`src/rtl/seq_det_pkg.sv`:
```
// Shared definitions for the parameterised serial sequence detector.
package seq_det_pkg;

    typedef enum logic {
        IDLE = 1'b0,
        RUN  = 1'b1
    } state_e;

    localparam int DEFAULT_MAX_LEN = 8;
    localparam int DEFAULT_CNT_W   = 8;

endpackage

```
`src/rtl/seq_det_sat_counter.sv`:
```
// Saturating up-counter: clr wins over inc, holds at all-ones.
module seq_det_sat_counter #(
    parameter int CNT_W = 8
) (
    input  logic             clock,
    input  logic             reset,
    input  logic             clr,
    input  logic             inc,
    output logic [CNT_W-1:0] count
);

    always_ff @(posedge clock or negedge reset) begin
        if (!reset) begin
            count <= '0;
        end else if (clr) begin
            count <= '0;
        end else if (inc && (count != {CNT_W{1'b1}})) begin
            count <= count + 1'b1;
        end
    end

endmodule

```
`src/rtl/param_sequence_detector.sv`:
```
// Serial pattern detector with a loadable pattern/length, optional overlap,
// a registered match pulse and a saturating match total.
module param_sequence_detector
    import seq_det_pkg::*;
#(
    parameter int MAX_LEN = DEFAULT_MAX_LEN,
    parameter int CNT_W   = DEFAULT_CNT_W,
    parameter int LEN_W   = $clog2(MAX_LEN + 1)
) (
    input  logic               clock,
    input  logic               reset,
    input  logic               sequence_in,
    input  logic               valid_in,
    input  logic [MAX_LEN-1:0] pattern,
    input  logic [LEN_W-1:0]   pattern_len,
    input  logic               overlap_en,
    input  logic               load,
    input  logic               clear,
    output logic               detector_out,
    output logic [CNT_W-1:0]   match_count,
    output logic               cfg_err
);

    state_e             state_q;
    logic [MAX_LEN-1:0] pat_q;
    logic [LEN_W-1:0]   len_q;
    logic               ovl_q;
    // The oldest history bit only matters in the post-shift compare, so it is never stored.
    logic [MAX_LEN-2:0] hist_q;
    logic [LEN_W-1:0]   fill_q;
    logic               det_q;
    logic               err_q;

    logic [MAX_LEN-1:0] hist_d;
    logic [LEN_W-1:0]   fill_d;
    logic [MAX_LEN-1:0] mask;
    logic               load_ok;
    logic               accept;
    logic               hit;
    logic               match;

    always_comb begin
        hist_d  = {hist_q, sequence_in};
        fill_d  = (fill_q == LEN_W'(MAX_LEN)) ? fill_q : fill_q + 1'b1;
        mask    = '0;
        for (int i = 0; i < MAX_LEN; i++) begin
            mask[i] = (i < int'(len_q));
        end
        load_ok = load && (pattern_len != '0) && (pattern_len <= LEN_W'(MAX_LEN));
        accept  = !load && !clear && valid_in && (state_q == RUN);
        hit     = (fill_d >= len_q) && ((hist_d & mask) == (pat_q & mask));
        match   = accept && hit;
    end

    always_ff @(posedge clock or negedge reset) begin
        if (!reset) begin
            state_q <= IDLE;
            pat_q   <= '0;
            len_q   <= '0;
            ovl_q   <= 1'b0;
            hist_q  <= '0;
            fill_q  <= '0;
            det_q   <= 1'b0;
            err_q   <= 1'b0;
        end else begin
            det_q <= match;
            if (load) begin
                if (load_ok) begin
                    state_q <= RUN;
                    pat_q   <= pattern;
                    len_q   <= pattern_len;
                    ovl_q   <= overlap_en;
                    hist_q  <= '0;
                    fill_q  <= '0;
                    err_q   <= 1'b0;
                end else begin
                    err_q   <= 1'b1;
                end
            end else if (clear) begin
                hist_q <= '0;
                fill_q <= '0;
            end else if (accept) begin
                hist_q <= hist_d[MAX_LEN-2:0];
                // Non-overlap: the matched bits must not seed the next match.
                fill_q <= (match && !ovl_q) ? '0 : fill_d;
            end
        end
    end

    seq_det_sat_counter #(
        .CNT_W(CNT_W)
    ) u_cnt (
        .clock(clock),
        .reset(reset),
        .clr  (load_ok || (clear && !load)),
        .inc  (match),
        .count(match_count)
    );

    assign detector_out = det_q;
    assign cfg_err      = err_q;

endmodule

```
`config.mk`:
```
export PLATFORM = sky130hd
export DESIGN_NAME = param_sequence_detector
export DESIGN_NICKNAME = d
export VERILOG_FILES = /design/src/rtl/seq_det_pkg.sv /design/src/rtl/seq_det_sat_counter.sv /design/src/rtl/param_sequence_detector.sv
export SDC_FILE = /design/constraint.sdc
export NUM_CORES = 1
export LEC_CHECK = 0
export CAP_MARGIN = 20
export CORE_MARGIN = 5
export CORE_UTILIZATION = 56
export DETAILED_ROUTE_END_ITERATION = 6
export PLACE_DENSITY = 0.94
export SLEW_MARGIN = 15
export SYNTH_ARGS = -nofsm -noshare
export SYNTH_HDL_FRONTEND = slang
export SYNTH_SLANG_ARGS = --single-unit
```
`constraint.sdc`:
```
create_clock -name clock -period 4.5 [get_ports clock]
set_input_delay 0.9 -clock clock [delete_from_list [all_inputs] [get_ports clock]]
set_output_delay 0.9 -clock clock [all_outputs]
set_load 0.005 [all_outputs]
```
==> results.yml <==
global_route:
  grt_pass1_vias: 1341
  grt_use_total: 0.1930
  grt_start_max_net_pins: 36
  antenna_found_initial: 0
  grt_pass1_wl_um: 6327
  globalRouteOverflowTotal: 0
floorplan:
  die_h_um: 66.21
  floorplan.rows: 20
  floorplan.initialDensity: 0.5795
  floorplan.core_area_mm2: 0.003053
  dieArea_mm2: 0.004383
  die_w_um: 66.21
  io-pin-count: 29
setup_path:
  critical_path_peak_fanout: 11
  setup.worst_path.start_class: "input pin"
  required_ns: 4.77
  critical_path.reg2reg.startpoint: "fill_q[0]$_DFFE_PN0P_"
  worstPathArrival_ns: 3.12
  r2r_slack_ns: 1.66
  path_class: "in2reg"
  worstSetupStartpoint: "sequence_in"
  ordered_cell_list_for_the_critical_path: "clkdlybuf4s50_1, xor2_1, a222oi_1, and4bb_2, nand3_2, or4_1, a21oi_1"
  critical-path-slowest-cell: "or4_1"
  critical-path-max-stage-delay_ns: 0.57
  worst_r2r_path_depth: 12
  worst_setup_ep_type: "register"
  crit-reg2reg-capture: "u_cnt.count[7]$_DFFE_PN0P_"
finish:
  num_antenna_cells: 0
  fillCellCount: 204
  fin_nets: 213
  utilization: 0.7102
  layout.cells.most_common_list: "dfrtp_1, clkdlybuf4s50_1, mux2_2"
  share_of_post_route_cells_with_drive_strength_above_1: 0.1330
  mostFrequentLayoutCell: "dfrtp_1"
  syn_to_final_growth_pct: 22.56
routing:
  drcViolationCount: 0
  routed_wl_um: 3769
  detail_route.wl_per_cell_um: 16.25
  vias_per_cell: 5.750
  detailedRoute.firstIterationViolations: 86
  drt-pass1-iter-count: 4
  antenna_violating_nets_post_route: 0
  vias: 1334
logic_synthesis:
  synthArstFlopShare: 1.000
  seq_area_frac_synth: 0.4950
  netlist_instances: 156
  netlist-cell-type-count: 36
  synth_warnings: 0
  synth_edf_count: 0
  postSynth.topFlopCell: "dfrtp_1"
  syn_area_mm2: 0.001769
  ys_ff_latch: 35
  postSynthAreaPerCell_um2: 11.34
  syn_nets: 182
sta:
  slew_at_the_pin_with_the_worst_max_slew_slack_ns: 0.6568
  fmax_ghz: 0.3512
  timing.final.setup_violations: 0
  finalMaxSlewViolations: 0
  final.min_clock_period_ns: 2.847
  fin_crit_sh: 0.6328
  slew_margin_rel: 0.5575
  setup-tns-final_ns: 0
  setup_repair_after_global_routing_missed_its_margin: "false"
  setup_ws_ns: 1.653
  finalHoldViolCount: 0
  finClkSkew_ns: 0.01444
clock_tree:
  max_root_sink_buffers: 2
  post-cts-setup-buffers: 0
  tritoncts.num_buffers: 5
  clk_root_buffer_cell: "clkbuf_4"
  cts_hold_buf: 0
  cts-resized-gates: 0
  tritoncts_num_sinks: 35
  clock_insertion_delay_worst_skew_ns: 0.35
  htree_levels: 2
  clk_transition_reported_paths_ns: 0.10
  tritoncts: "built"
run:
  cap_viol_max_count: 0
pwr:
  ir_worst_vdd_uv: 330.6
  leakage_nw: 0.9109
  pwr_density_cell_mw_per_mm2: 333.6
placed_design:
  placement.setup.worst_slack_ns: 1.319
  port_buffers: 28
  finalWeightedCongestion: 0.8731
  dp_hpwl_um: 2832
min_path:
  holdCritPathClass: "reg2reg"
  hp-start: "cfg_err$_DFFE_PN0P_"
  hold_depth: 1
  holdPathEnd: "cfg_err$_DFFE_PN0P_"
status:
  outcome: "finished, final reports clean"
## state kept, by name, summed over array words and instances (netlist names)
signal	count
u_cnt.count	8
fill_q	4
detector_out	1
cfg_err	1
state_q	1
ovl_q	1
len_q	4
pat_q	8
hist_q	7
## per-stage QoR
step / power, mW / hold slack, ns / instances / cell area [um2]
CTS: 0.7291 / 0.5130 / 232 / 2168
finish: 0.7234 / 0.5079 / 232 / 2168
detailed placement: 0.4913 / 0.4864 / 224 / 2082
global route: 0.7578 / 0.5366 / 232 / 2168
floorplan: 0.4435 / 0.4576 / 156 / 1769
global placement: 0.4820 / 0.4729 / 224 / 2082
## logic make-up (layout without fill, tap and decap cells)
kind of cell	Yosys count	in the layout	synth area share
compound gates	37	37	0.1485
simple gates	36	36	0.1132
flops	35	35	0.4950
mux	15	15	0.09335
xor+xnor	13	13	0.06436
buf+inv	13	45	0.03607
fa+ha+maj	7	7	0.04950
## cells in the mapped netlist (3+ instances only)
| master | n | area [um2] |
|---|---|---|
| xor2_1 | 4 | 35.03 |
| a22o_1 | 7 | 61.31 |
| nor2_1 | 3 | 11.26 |
| nand2_1 | 10 | 37.54 |
| o21ai_0 | 6 | 30.03 |
| mux2i_1 | 3 | 30.03 |
| or3_1 | 4 | 25.02 |
| a32o_1 | 3 | 30.03 |
| ha_1 | 7 | 87.58 |
| clkbuf_1 | 4 | 15.01 |
| xnor2_1 | 9 | 78.83 |
| inv_1 | 7 | 26.28 |
| dfrtp_1 | 35 | 875.8 |
| mux2_2 | 12 | 135.1 |
| nand3_1 | 3 | 15.01 |
| o21a_1 | 3 | 22.52 |
| nor3_1 | 4 | 20.02 |
| a21oi_1 | 8 | 40.04 |
| or4_1 | 3 | 22.52 |
## worst max-delay path by stage
stage | end | slack, ns | depth (start not counted)
after global routing | u_cnt.count[7]$_DFFE_PN0P_ | 1.48 | 12
after floorplan | u_cnt.count[6]$_DFFE_PN0P_ | 2.03 | 7
final | u_cnt.count[7]$_DFFE_PN0P_ | 1.65 | 7
after detailed placement | u_cnt.count[7]$_DFFE_PN0P_ | 1.32 | 7
after CTS | u_cnt.count[7]$_DFFE_PN0P_ | 1.68 | 12
after global placement | u_cnt.count[7]$_DFFE_PN0P_ | 1.37 | 7
## critical path: cells and delay by family
family,cells,cell delay (ns)
compound gates,2,0.49
simple gates,3,1.11
buf+inv,1,0.44
xor+xnor,1,0.17
## power by group
group / total (mW) / switching [mW] / internal, mW
Combinational: 0.120 / 0.0531 / 0.0672
Clock: 0.238 / 0.106 / 0.131
Sequential: 0.366 / 0.0266 / 0.339
## final cells by class
| type | instances | area, um2 | area share |
|---|---|---|---|
| clock buffers | 6 | 51.30 | 0.02366 |
| clock inverters | 2 | 35.03 | 0.01616 |
| inverters | 7 | 26.28 | 0.01212 |
| multi-input cells | 108 | 829.5 | 0.3826 |
| flip-flops and latches | 35 | 875.8 | 0.4039 |
| well taps | 44 | 55.05 | 0.02539 |
| repair buffers | 30 | 295.3 | 0.1362 |
## metal layers
layer / vias to the layer above / GRT usage / routed length [um]
met5: - / 0 / 0
met4: 0 / 0.09137 / 126
met2: 42 / 0.3036 / 1853
li1: 631 / - / -
met1: 649 / 0.2456 / 1631
met3: 12 / 0.05102 / 157
Note: power is estimated with default switching activity, not from simulation.
